--- config.mk ---
export PLATFORM = sky130hd
export DESIGN_NAME = mem_stage_ctrl
export DESIGN_NICKNAME = d
export VERILOG_FILES = /design/src/rtl/mem_stage_ctrl.sv
export SDC_FILE = /design/constraint.sdc
export NUM_CORES = 1
export LEC_CHECK = 0
export ABC_AREA = 1
export ABC_CLOCK_PERIOD_IN_PS = 4560
export BUFFER_PORTS_ARGS = -buffer_cell sky130_fd_sc_hd__buf_2
export CORE_MARGIN = 3
export CORE_UTILIZATION = 44
export DETAILED_ROUTE_END_ITERATION = 12
export GPL_ROUTABILITY_DRIVEN = 0
export PLACE_DENSITY = 0.78
export SYNTH_ARGS = -nofsm -noshare
export SYNTH_HDL_FRONTEND = slang
export SYNTH_SLANG_ARGS = --single-unit
--- constraint.sdc ---
create_clock -name CLK -period 4.56 [get_ports CLK]
set_input_delay 1.14 -clock CLK [delete_from_list [all_inputs] [get_ports CLK]]
set_output_delay 1.14 -clock CLK [all_outputs]
set_load 0.03 [all_outputs]
--- src/rtl/mem_stage_ctrl.sv ---
// rtl/mem_stage_ctrl.sv - memory-stage access sequencer with timeout, writeback backpressure and access counter
module mem_stage_ctrl #(
  parameter int TIMEOUT_CYCLES = 1024
) (
  input  logic        CLK,
  input  logic        RESET,
  input  logic        REQ_VALID,
  input  logic [2:0]  REQ_CTRL,
  input  logic [47:0] REQ_ADDRESS,
  input  logic        WB_READY,
  output logic        STALL,
  output logic        RSP_VALID,
  output logic [47:0] RSP_DATA,
  output logic        RSP_ERROR,
  output logic        MA_ENABLE,
  output logic [2:0]  MA_CTRL,
  output logic [47:0] MA_ADDRESS,
  input  logic [47:0] MA_READ,
  input  logic        MA_HANDSHAKE,
  output logic [15:0] REQ_COUNT
);

  localparam int CW = (TIMEOUT_CYCLES > 1) ? $clog2(TIMEOUT_CYCLES) : 1;
  localparam logic [CW-1:0] TO_LAST = CW'(TIMEOUT_CYCLES - 1);

  localparam logic [1:0] ST_IDLE    = 2'd0;
  localparam logic [1:0] ST_WAIT    = 2'd1;
  localparam logic [1:0] ST_RESP    = 2'd2;
  localparam logic [1:0] ST_RELEASE = 2'd3;

  logic [1:0]    state;
  logic [CW-1:0] to_cnt;

  // Decoded from the state register so reset drops them without waiting for an edge.
  assign MA_ENABLE = (state == ST_WAIT);
  assign RSP_VALID = (state == ST_RESP);
  assign STALL     = REQ_VALID && !((state == ST_RESP) && WB_READY);

  always_ff @(posedge CLK or posedge RESET) begin
    if (RESET) begin
      state      <= ST_IDLE;
      to_cnt     <= '0;
      MA_CTRL    <= '0;
      MA_ADDRESS <= '0;
      RSP_DATA   <= '0;
      RSP_ERROR  <= 1'b0;
      REQ_COUNT  <= '0;
    end else begin
      case (state)
        ST_IDLE: begin
          if (REQ_VALID) begin
            MA_CTRL    <= REQ_CTRL;
            MA_ADDRESS <= REQ_ADDRESS;
            to_cnt     <= '0;
            state      <= ST_WAIT;
          end
        end
        ST_WAIT: begin
          // A handshake on the final timeout cycle still completes normally.
          if (MA_HANDSHAKE) begin
            RSP_DATA  <= MA_READ;
            RSP_ERROR <= 1'b0;
            state     <= ST_RESP;
          end else if (to_cnt == TO_LAST) begin
            RSP_DATA  <= '0;
            RSP_ERROR <= 1'b1;
            state     <= ST_RESP;
          end else begin
            to_cnt <= to_cnt + 1'b1;
          end
        end
        ST_RESP: begin
          if (WB_READY) begin
            if (REQ_COUNT != 16'hFFFF) begin
              REQ_COUNT <= REQ_COUNT + 16'd1;
            end
            state <= ST_RELEASE;
          end
        end
        ST_RELEASE: begin
          state <= ST_IDLE;
        end
        default: begin
          state <= ST_IDLE;
        end
      endcase
    end
  end

endmodule

# After elaboration in Yosys (flattened, before gate mapping)
# Cells that the tools add are included.
# W data, S select, Z words.
[totals]
elab_cells = 43
input_bits = 104
out_inout_bits = 119
reg_bits = 128
[classes]
n_eq_ne = 10
n_reduce_logical = 11
n_addsub = 2
n_mux = 13
[ops]
columns = ["operator", "count"]
rows = [
  ["$mux W48", 2],
  ["$mux W10", 3],
  ["$pmux W10 S2", 1],
  ["$add A16 B1 Y16 const B", 1],
  ["$ne A16 B16 Y1 const B", 1],
  ["$add A10 B1 Y10 const B", 1],
  ["$eq A10 B10 Y1 const B", 1],
  ["$mux W2", 4],
  ["$ne A2 B2 Y1 const B", 4],
  ["$pmux W2 S4", 1],
  ["$reduce_and A3 Y1", 2],
  ["$eq A2 B2 Y1 const B", 2],
  ["$reduce_and A2 Y1", 2],
  ["$reduce_and A4 Y1", 1],
  ["$reduce_bool A2 Y1", 2],
  ["$ne A3 B1 Y1 const B", 1],
  ["$eq A2 B1 Y1 const B", 1],
  ["$logic_and A1 B1 Y1", 2],
  ["$logic_not A2 Y1", 1],
  ["$mux W1", 2],
  ["$logic_not A1 Y1", 1],
]

# Depth between registers and ports, before layout
# Gate-level depths: netlist of the first run.
[depth]
word_depth = 4
depth_mapped = 10
mapped_depth_nobuf = 10

# Worst setup path after synthesis of the first run
# Ideal clock, no wire load.
[synth_timing]
path_kind = "input port to output port"
startpoint = "input WB_READY"
endpoint = "output STALL"
setup_slack_ns = 1.688
stages = 3
path_buffers = 0
required_time_ns = 3.420
arrival_time_ns = 1.732
path_cell_list = "nand2_1 -> inv_1 -> nor2_1"
[synth_between]
elab_chain_len = 3
[synth_rtl]
columns = ["item", "line_no", "rtl"]
rows = [
  ["start: declaration", "10", "input logic WB_READY,"],
  ["$logic_and A1 B1 Y1", "37", "assign STALL = REQ_VALID && !((state == ST_RESP) && WB_READY);"],
  ["$logic_not A1 Y1", "37", ""],
  ["$logic_and A1 B1 Y1", "37", ""],
  ["end: declaration", "11", "output logic STALL,"],
]
# Every way passes these cells.

# Worst setup path after layout of the first run
# Ends and elaborated chain as after synthesis.

==> summary by stage, run 1 <==
STA
Clock skew on the completed layout was measured at 0.00804 ns. The minimum clock period after layout is 2.85 ns. The final sum of negative setup slack is 0 ns. The ratio of final minimum period to clock period is 0.626.

For this run, the top clock speed supported by timing is 350 MHz. The worst-margin pin slew is 0.934 ns. The number of hold-slack violations in the final timing report came to 0. Setup violations remaining at the end of the flow were counted as 0. The count of final max-slew check failures is 0. Setup repair after global routing left no endpoint under its margin.

The worst slew slack as a fraction of its limit is 0.377. In the post-route analysis, the smallest setup slack over all paths is 1.71 ns.

Finish
In the final design database the tool counted 915 nets. The repair_antennas step left the layout with diodes totalling 0. The share of final-layout standard cells stronger than drive strength 1 is 0.397. Compared with the post-synthesis result, the final layout area differs by 32.3%.

Routing
Across all layers, the routed design uses 4575 vias. Dividing the detail-routed wire length by the instance count gives 13.4 microns. The number of nets still failing antenna checks after routing is 0.

The first-pass detailed-route iteration total is 4. The total DRC errors in the routed layout is 0. The number of DRC markers in iteration 0 is 261. After detailed routing, the number of vias per cell comes to 4.64.

The routed wire length is 13.2 mm.

Worst setup path
The critical path goes through buf_2 -> nand2_1 -> inv_1 -> nor2_1 -> buf_2. The library cell contributing the largest single delay on the critical path is sky130_fd_sc_hd__buf_2. For the worst setup path, the data required time is 3.42 ns. The family of cells with the greatest summed delay on the critical path is buffers and inverters. Counting both buffers and inverters, the worst setup path holds a total of 3. The most prevalent standard cell on the critical path is sky130_fd_sc_hd__buf_2. The capturing element type of the critical path is an output pin. The biggest cell delay along the critical path is 0.20 ns. By startpoint and endpoint, the worst setup path is classified as in2out.

The critical path data arrival time is 1.71 ns. The peak fanout along the critical path is 4. The startpoint type of the worst setup path is an input pin.

Power and ir drop
For this design the total switching power over the nets is 2.36 mW. The part of the power in the clock network is 0.233. The cell-internal power is 3.17 mW. Summed over all cells, the static leakage comes to 4.04 nW. Power spread over the standard cell area amounts to 749 mW/mm^2. The fraction of power spent switching nets is 0.426. The power after layout is 5.53 mW. The share of total power in sequential cells is 0.335.

VDD sags by at most 0.356 mV. Of the total power, combinational logic draws 0.432.

Clocking
Once the clock tree was built, the resizer swapped 0 gates to a different size. In this run the post-CTS setup repair buffer count came out at 0. The TritonCTS buffer count is 17. The maximum buffer depth of the clock tree is 2. The clock latency on the worst-skew pair is 0.40 ns.

The clock tree synthesis step divided the H-tree into 4 levels. The clock drives 128 sinks. After clock tree synthesis, the clock-pin slew on the worst setup and hold paths is 0.05 ns. TritonCTS built the clock tree. Clock tree synthesis selected as its root buffer the cell sky130_fd_sc_hd__clkbuf_16. Hold repair after CTS inserted 0 buffers.

Place
The post-place setup slack is 1.71 ns. The total of buffers placed on input and output ports is 222. The total half-perimeter wirelength after legalization and detailed placement is 9.48 mm.

GRT
The number of antenna violations at the first check in global routing is 0. The via count of the first global-routing pass is 4407. The global-route total usage across every layer is 0.191. The first global-routing pass estimated 21.6 mm of wire. The maximum number of pins on one net before global-route repair is 77.

The total overflow left after global routing is 0.

Die
The height of the chip is 119 microns. The floorplan has 40 rows. The chip width is 119 microns.

The initial cell density of the core is 0.457. For this design the top-level I/O count stands at 223. The die covers 0.0141 sq mm.

The floorplan step defined a core boundary enclosing 0.0122 sq mm.

Synthesis
The unique cell type count in the Yosys netlist is 28. The post-synthesis sequential element count is 128. The number of nets produced by synthesis is 689. In this run, synthesis inferred 0 flip-flops with an integrated enable. The synthesized design spends more area on one cell type than any other, namely sky130_fd_sc_hd__dfrtp_1. Ranked by total cell area, the synthesized netlist is headed by sky130_fd_sc_hd__dfrtp_1 57%, sky130_fd_sc_hd__nand2_1 17%, sky130_fd_sc_hd__mux2_2 10%, sky130_fd_sc_hd__inv_1 2.1%, sky130_fd_sc_hd__nor2_1 2.0%. The proportion of synthesized chip area in sequential cells is 0.574. Counting instances in the post-synthesis netlist gives the leading cell types as 260 x sky130_fd_sc_hd__nand2_1, 128 x sky130_fd_sc_hd__dfrtp_1, 51 x sky130_fd_sc_hd__mux2_2.

The total of warnings raised by yosys is 0. The area of the mapped netlist is 0.00558 sq mm. sky130_fd_sc_hd__nand2_1 is the most common cell in the netlist. The proportion of netlist area held by the largest area contributor is 0.574. A synthesized cell averages 9.62 sq um. The cell count after synthesis came out at 580. The predominant post-synthesis flop cell is sky130_fd_sc_hd__dfrtp_1.

After synthesis, the share of flip-flops with an asynchronous set or reset is 1.00.

Job
The number of max-capacitance violations reported is 0.

Outcome
The run finished with clean final reports.

Worst hold path
The worst hold path class is reg2reg.
## power groups by stage
stage / Clock [mW] / Combinational, mW / Sequential, mW
floorplan: 0 / 0.833 / 2.74
global placement: 0 / 2.36 / 1.84
detailed placement: 0 / 2.42 / 1.85
CTS: 1.32 / 2.42 / 1.85
global route: 1.38 / 2.56 / 1.91
finish: 1.29 / 2.38 / 1.85
## layout make-up
type                            count  area, sq um
Sequential cell                   128         3200
Clock buffer                       19          453
Fill cell                        1046         4830
Inverter                           32          123
Clock inverter                     11          116
Multi-Input combinational cell    402         2130
Tap cell                          168          210
Timing Repair Buffer              225         1150
## metrics by stage
stage                     utilization  std cells  hold slack [ns]  instance area, sq um
after global placement          0.558        955            0.449                  6810
after floorplan                     -        580            0.467                  5580
after global routing            0.604        985            0.486                  7380
after detailed placement        0.558        955            0.454                  6810
final                           0.604        985            0.463                  7380
after CTS                       0.604        985            0.467                  7380
## worst register-to-register path, delay by kind of cell (launching register included)
family	cells	cell delay [ns]
buffers and inverters	2	0.50
AND/OR/NAND/NOR	1	0.54
adder cells (fa/ha/maj)	1	0.23
multiplexers	1	0.38
flip-flops	1	0.37
## cell usage in the layout (no fill, tap or decap), types with 2 or more instances in the layout
cell type,count
sky130_fd_sc_hd__mux2_2,51
sky130_fd_sc_hd__a21oi_1,4
sky130_fd_sc_hd__nor2_2,2
sky130_fd_sc_hd__nor2_4,2
sky130_fd_sc_hd__clkinvlp_4,3
sky130_fd_sc_hd__clkinv_2,5
sky130_fd_sc_hd__clkbuf_16,17
sky130_fd_sc_hd__inv_1,30
sky130_fd_sc_hd__clkbuf_8,2
sky130_fd_sc_hd__buf_4,2
sky130_fd_sc_hd__nand4_1,4
sky130_fd_sc_hd__nand2_1,259
sky130_fd_sc_hd__nand3b_1,2
sky130_fd_sc_hd__nand3_1,14
sky130_fd_sc_hd__buf_2,222
sky130_fd_sc_hd__a21oi_2,2
sky130_fd_sc_hd__ha_1,5
sky130_fd_sc_hd__o21ai_0,6
sky130_fd_sc_hd__nor2_1,29
sky130_fd_sc_hd__nand2_2,5
sky130_fd_sc_hd__xor2_1,5
sky130_fd_sc_hd__dfrtp_1,128
sky130_fd_sc_hd__nand2_4,2
sky130_fd_sc_hd__bufinv_16,2
sky130_fd_sc_hd__xnor2_1,4
## flip-flops by register name (all words and copies together), names as in the netlist
register	flops
to_cnt	10
MA_CTRL	3
REQ_COUNT	16
MA_ADDRESS	48
state	2
RSP_ERROR	1
RSP_DATA	48
## cell families after synthesis
logic type,after synthesis,synth area share
simple gates,322,0.235
flops,128,0.574
mux,51,0.103
buf+inv,50,0.0449
compound gates,15,0.0175
xor+xnor,9,0.0141
fa+ha+maj,5,0.0112
## per-layer routing
| layer | routed length (microns) | global-route usage |
|---|---|---|
| met5 | 0 | 0 |
| met4 | 163 | 0.0652 |
| met3 | 949 | 0.0565 |
| met2 | 6610 | 0.324 |
| met1 | 5470 | 0.231 |
## path summary, 6_finish.rpt
kind / startpoint / to / slack [ns] / cells past startpoint
max in group asynchronous: RESET / MA_ADDRESS[33] / 2.83 / 3
worst min register to register: RSP_DATA[31] / RSP_DATA[31] / 0.46 / 2
worst max register to register: state[0] / MA_ADDRESS[9] / 2.42 / 5
worst min-delay path: RSP_DATA[31] / RSP_DATA[31] / 0.46 / 2
min in group asynchronous: RESET / RSP_DATA[4] / 0.96 / 2
worst max-delay path: WB_READY / STALL / 1.71 / 5
No activity file was read; power rests on OpenSTA's default activity.
==> run 2, diff against run 1 <==
- ABC_CLOCK_PERIOD_IN_PS: 4560 -> 2850
- CORE_UTILIZATION: 44 -> 49
- PLACE_DENSITY: 0.78 -> 0.82
- clock period: 4.56 -> 2.85 ns (I/O delays scaled with it)
==> run 2 against run 1 <==
  * Setup slack worse by 1.3 ns
  * Clock-buffer cell count is 2 higher
  * Die area is 9.7% lower
  * Via count is 0.42% higher
  * First-iteration DRC count is 1.1% lower
  * Sequential power is 60% higher
  * Register-to-register slack worse by 1.7 ns
  * Clock skew is 0.0017 ns higher
  * Final cell count is 2.5% lower
  * Critical path depth is 2 lower
  * Critical path type is now reg2out
==> summary by stage, run 2 (synthesis results as in run 1) <==
Power and ir drop
The maximum vdd drop is 0.770 mV (was 0.356 mV). The leakage power of the design was 4.04 nW (about the same). The power density of the placed cells is 1200 mW/mm^2 (was 749 mW/mm^2).

GRT
The global routing usage on met2 is 0.333 (was 0.324). The global routing usage on met1 is 0.255 (was 0.231). The global-route total usage across every layer is 0.203 (was 0.191). The number of antenna violations at the first check in global routing was 0 (unchanged).

The maximum number of pins on one net before global-route repair is 83 (was 77). The highest-utilization routing layer at the global route stage was met2 (unchanged). The via count of the first global-routing pass is 4377 (was 4407).

The met3 routing resource usage after global routing is 0.0561 (was 0.0565). The remaining global-route overflow is 0 (unchanged). The global-route wire length before repair was 20.7 mm (was 21.6 mm).

Routing
The routed wirelength normalized by instance count came to 13.5 microns (was 13.4 microns). The total DRC errors in the routed layout is 0 (unchanged). The number of nets still failing antenna checks after routing came to 0 (unchanged). The routed wire length came to 13.0 mm (was 13.2 mm). The detailed-route vias per instance is 4.79 (was 4.64). The total via count in the routed design is 4594 (was 4575).

The number of DRC markers in iteration 0 was 258 (was 261). The first-pass detailed-route iteration total is 4 (unchanged).

STA
The final sum of negative setup slack was 0 ns (unchanged). The count of final setup violators is 0 (unchanged). Based on the critical path, the design can be clocked at up to 417 MHz. The minimum clock period after layout is 2.40 ns. The number of hold-slack violations in the final timing report is 0 (unchanged).

The post-route worst hold slack is 0.410 ns (was 0.463 ns). The largest clock skew in the final design is 0.00977 ns (was 0.00804 ns). The worst slew slack as a fraction of its limit came to 0.577 (was 0.377). The worst-margin pin slew came to 0.635 ns (was 0.934 ns). The count of final max-slew check failures was 0 (unchanged). Of the available clock period, the critical path in the final layout requires 0.841. RSZ-0062 raised after global routing: false (unchanged).

Worst setup path
The startpoint type of the worst setup path is a flip-flop (was input pin). The peak fanout along the critical path was 14 (was 4). The launching point of the worst reg2reg path is state[1] (was state[0]). The launching instance or port of the critical path is state[1] (was WB_READY). CP Cell Sequence: inv_1 -> ha_1 -> buf_2 (was buf_2 -> nand2_1 -> inv_1 -> nor2_1 -> buf_2). The buffer and inverter count on the worst path is 2 (was 3).

The family of cells with the greatest summed delay on the critical path is adder cells (was buffers and inverters). The category of the critical setup timing path is reg2out (was in2out). The critical path data arrival time is 1.68 ns (was 1.71 ns).

The biggest cell delay along the critical path is 0.49 ns (was 0.20 ns). The library cell contributing the largest single delay on the critical path was sky130_fd_sc_hd__ha_1 (was sky130_fd_sc_hd__buf_2). The capturing element type of the critical path is an output pin (unchanged).

The critical path required time is 2.14 ns (was 3.42 ns).

Clocking
The maximum buffer depth of the clock tree is 2 (unchanged). The number of levels the H-tree was split into came to 4 (unchanged). The TritonCTS clock tree is yes (unchanged). The number of clock sinks seen by CTS came to 128 (unchanged). The clock latency on the worst-skew pair is 0.40 ns (about the same).

The clock slew at the register clock pins of the worst setup and hold paths is 0.05 ns (about the same). The post-CTS setup repair buffer count was 0 (unchanged). The count of hold buffers inserted by post-cts repair is 0 (unchanged).

The number of cells upsized or downsized after cts is 0 (unchanged). The cell chosen for the clock root is sky130_fd_sc_hd__clkbuf_16 (unchanged). The TritonCTS buffer count is 17 (unchanged).

Die
The core region area was 0.0110 sq mm (was 0.0122 sq mm). The height of the chip was 113 microns (was 119 microns). The initial cell density of the core is 0.508 (was 0.457). The chip width is 113 microns (was 119 microns). The count of pins on the block boundary is 223 (unchanged). The die area is 0.0127 sq mm (was 0.0141 sq mm). The number of placement rows came to 38 (was 40).

Finish
Commonest cells after routing, fill and taps aside: 259 x sky130_fd_sc_hd__nand2_1, 222 x sky130_fd_sc_hd__buf_2, 128 x sky130_fd_sc_hd__dfrtp_1 (unchanged). The share of final-layout standard cells stronger than drive strength 1 came to 0.395 (was 0.397). The number of nets in the final layout is 916 (was 915).

The most frequent standard cell in the layout excluding fill and tap cells is sky130_fd_sc_hd__nand2_1 (unchanged). Top flop regs: MA_ADDRESS (48), RSP_DATA (48), REQ_COUNT (16) (unchanged). The number of antenna repair diodes came to 0 (unchanged). The count of placed standard cells in the final layout, fillers left out was 960 (was 985).

The area growth from synthesis to layout came to 32.2% (was 32.3%).

Place
The count of placed standard cells including taps came to 928 (was 955). The total of buffers placed on input and output ports is 222 (unchanged). The total half-perimeter wirelength after legalization and detailed placement came to 9.22 mm (was 9.48 mm).

Worst hold path
The worst hold path class is in2async (was reg2reg).

Outcome
Outcome: completed (unchanged).

Job
The number of max-capacitance violations reported is 0 (unchanged).
## run 2: changes by cell type in the layout (fill, tap and decap cells not counted), sizes merged
cell    change
buf         +1
clkbuf      +2
## run 2: worst register-to-register path, cell delays in order, from the launching register on
cell and delay (ns):
sky130_fd_sc_hd__dfrtp_1 0.39, sky130_fd_sc_hd__inv_1 0.09, sky130_fd_sc_hd__ha_1 0.49, sky130_fd_sc_hd__inv_1 0.17
sky130_fd_sc_hd__a21oi_2 0.31, sky130_fd_sc_hd__inv_1 0.10, sky130_fd_sc_hd__nor2_2 0.30, sky130_fd_sc_hd__nand2_1 0.13
sky130_fd_sc_hd__nand2_1 0.09
## run 2: final timing paths
path / cells past startpoint / slack [ns] / end
setup / recovery: 3 / 0.45 / MA_ENABLE
hold / removal: 3 / 0.41 / MA_CTRL[0]
setup reg to reg: 8 / 0.72 / to_cnt[9]
hold reg to reg: 2 / 0.46 / RSP_DATA[4]
max in group asynchronous: 3 / 2.04 / RSP_DATA[23]
min in group CLK: 2 / 0.46 / RSP_DATA[4]
## run 2: stage by stage
stage	cell area [sq um]	util	power [mW]	setup WS (ns)
2_1_floorplan	5580	-	5.71	0.556
3_3_place_gp	6810	0.620	6.72	0.852
3_5_place_dp	6810	0.620	6.85	0.763
4_1_cts	7370	0.671	8.94	0.428
5_1_grt	7370	0.671	9.36	0.326
6_report	7370	0.671	8.85	0.453
## run 2: area by class of cell
| class | count | area, sq um |
|---|---|---|
| multi-input cells | 402 | 2130 |
| inverters | 32 | 124 |
| repair buffers | 226 | 1180 |
| flip-flops and latches | 128 | 3200 |
| well taps | 140 | 175 |
| clock inverters | 11 | 114 |
| clock buffers | 21 | 450 |
| fillers | 874 | 3610 |
## run 2: metal layers
layer	wire, microns	vias to the layer above
li1	-	2278
met1	5420	2098
met2	6340	197
met3	976	21
met4	254	0
met5	0	-
## run 2: power by group
group | total, mW | internal [mW] | switching, mW
Combinational | 3.83 | 1.21 | 2.63
Clock | 2.06 | 1.30 | 0.755
Sequential | 2.96 | 2.56 | 0.399
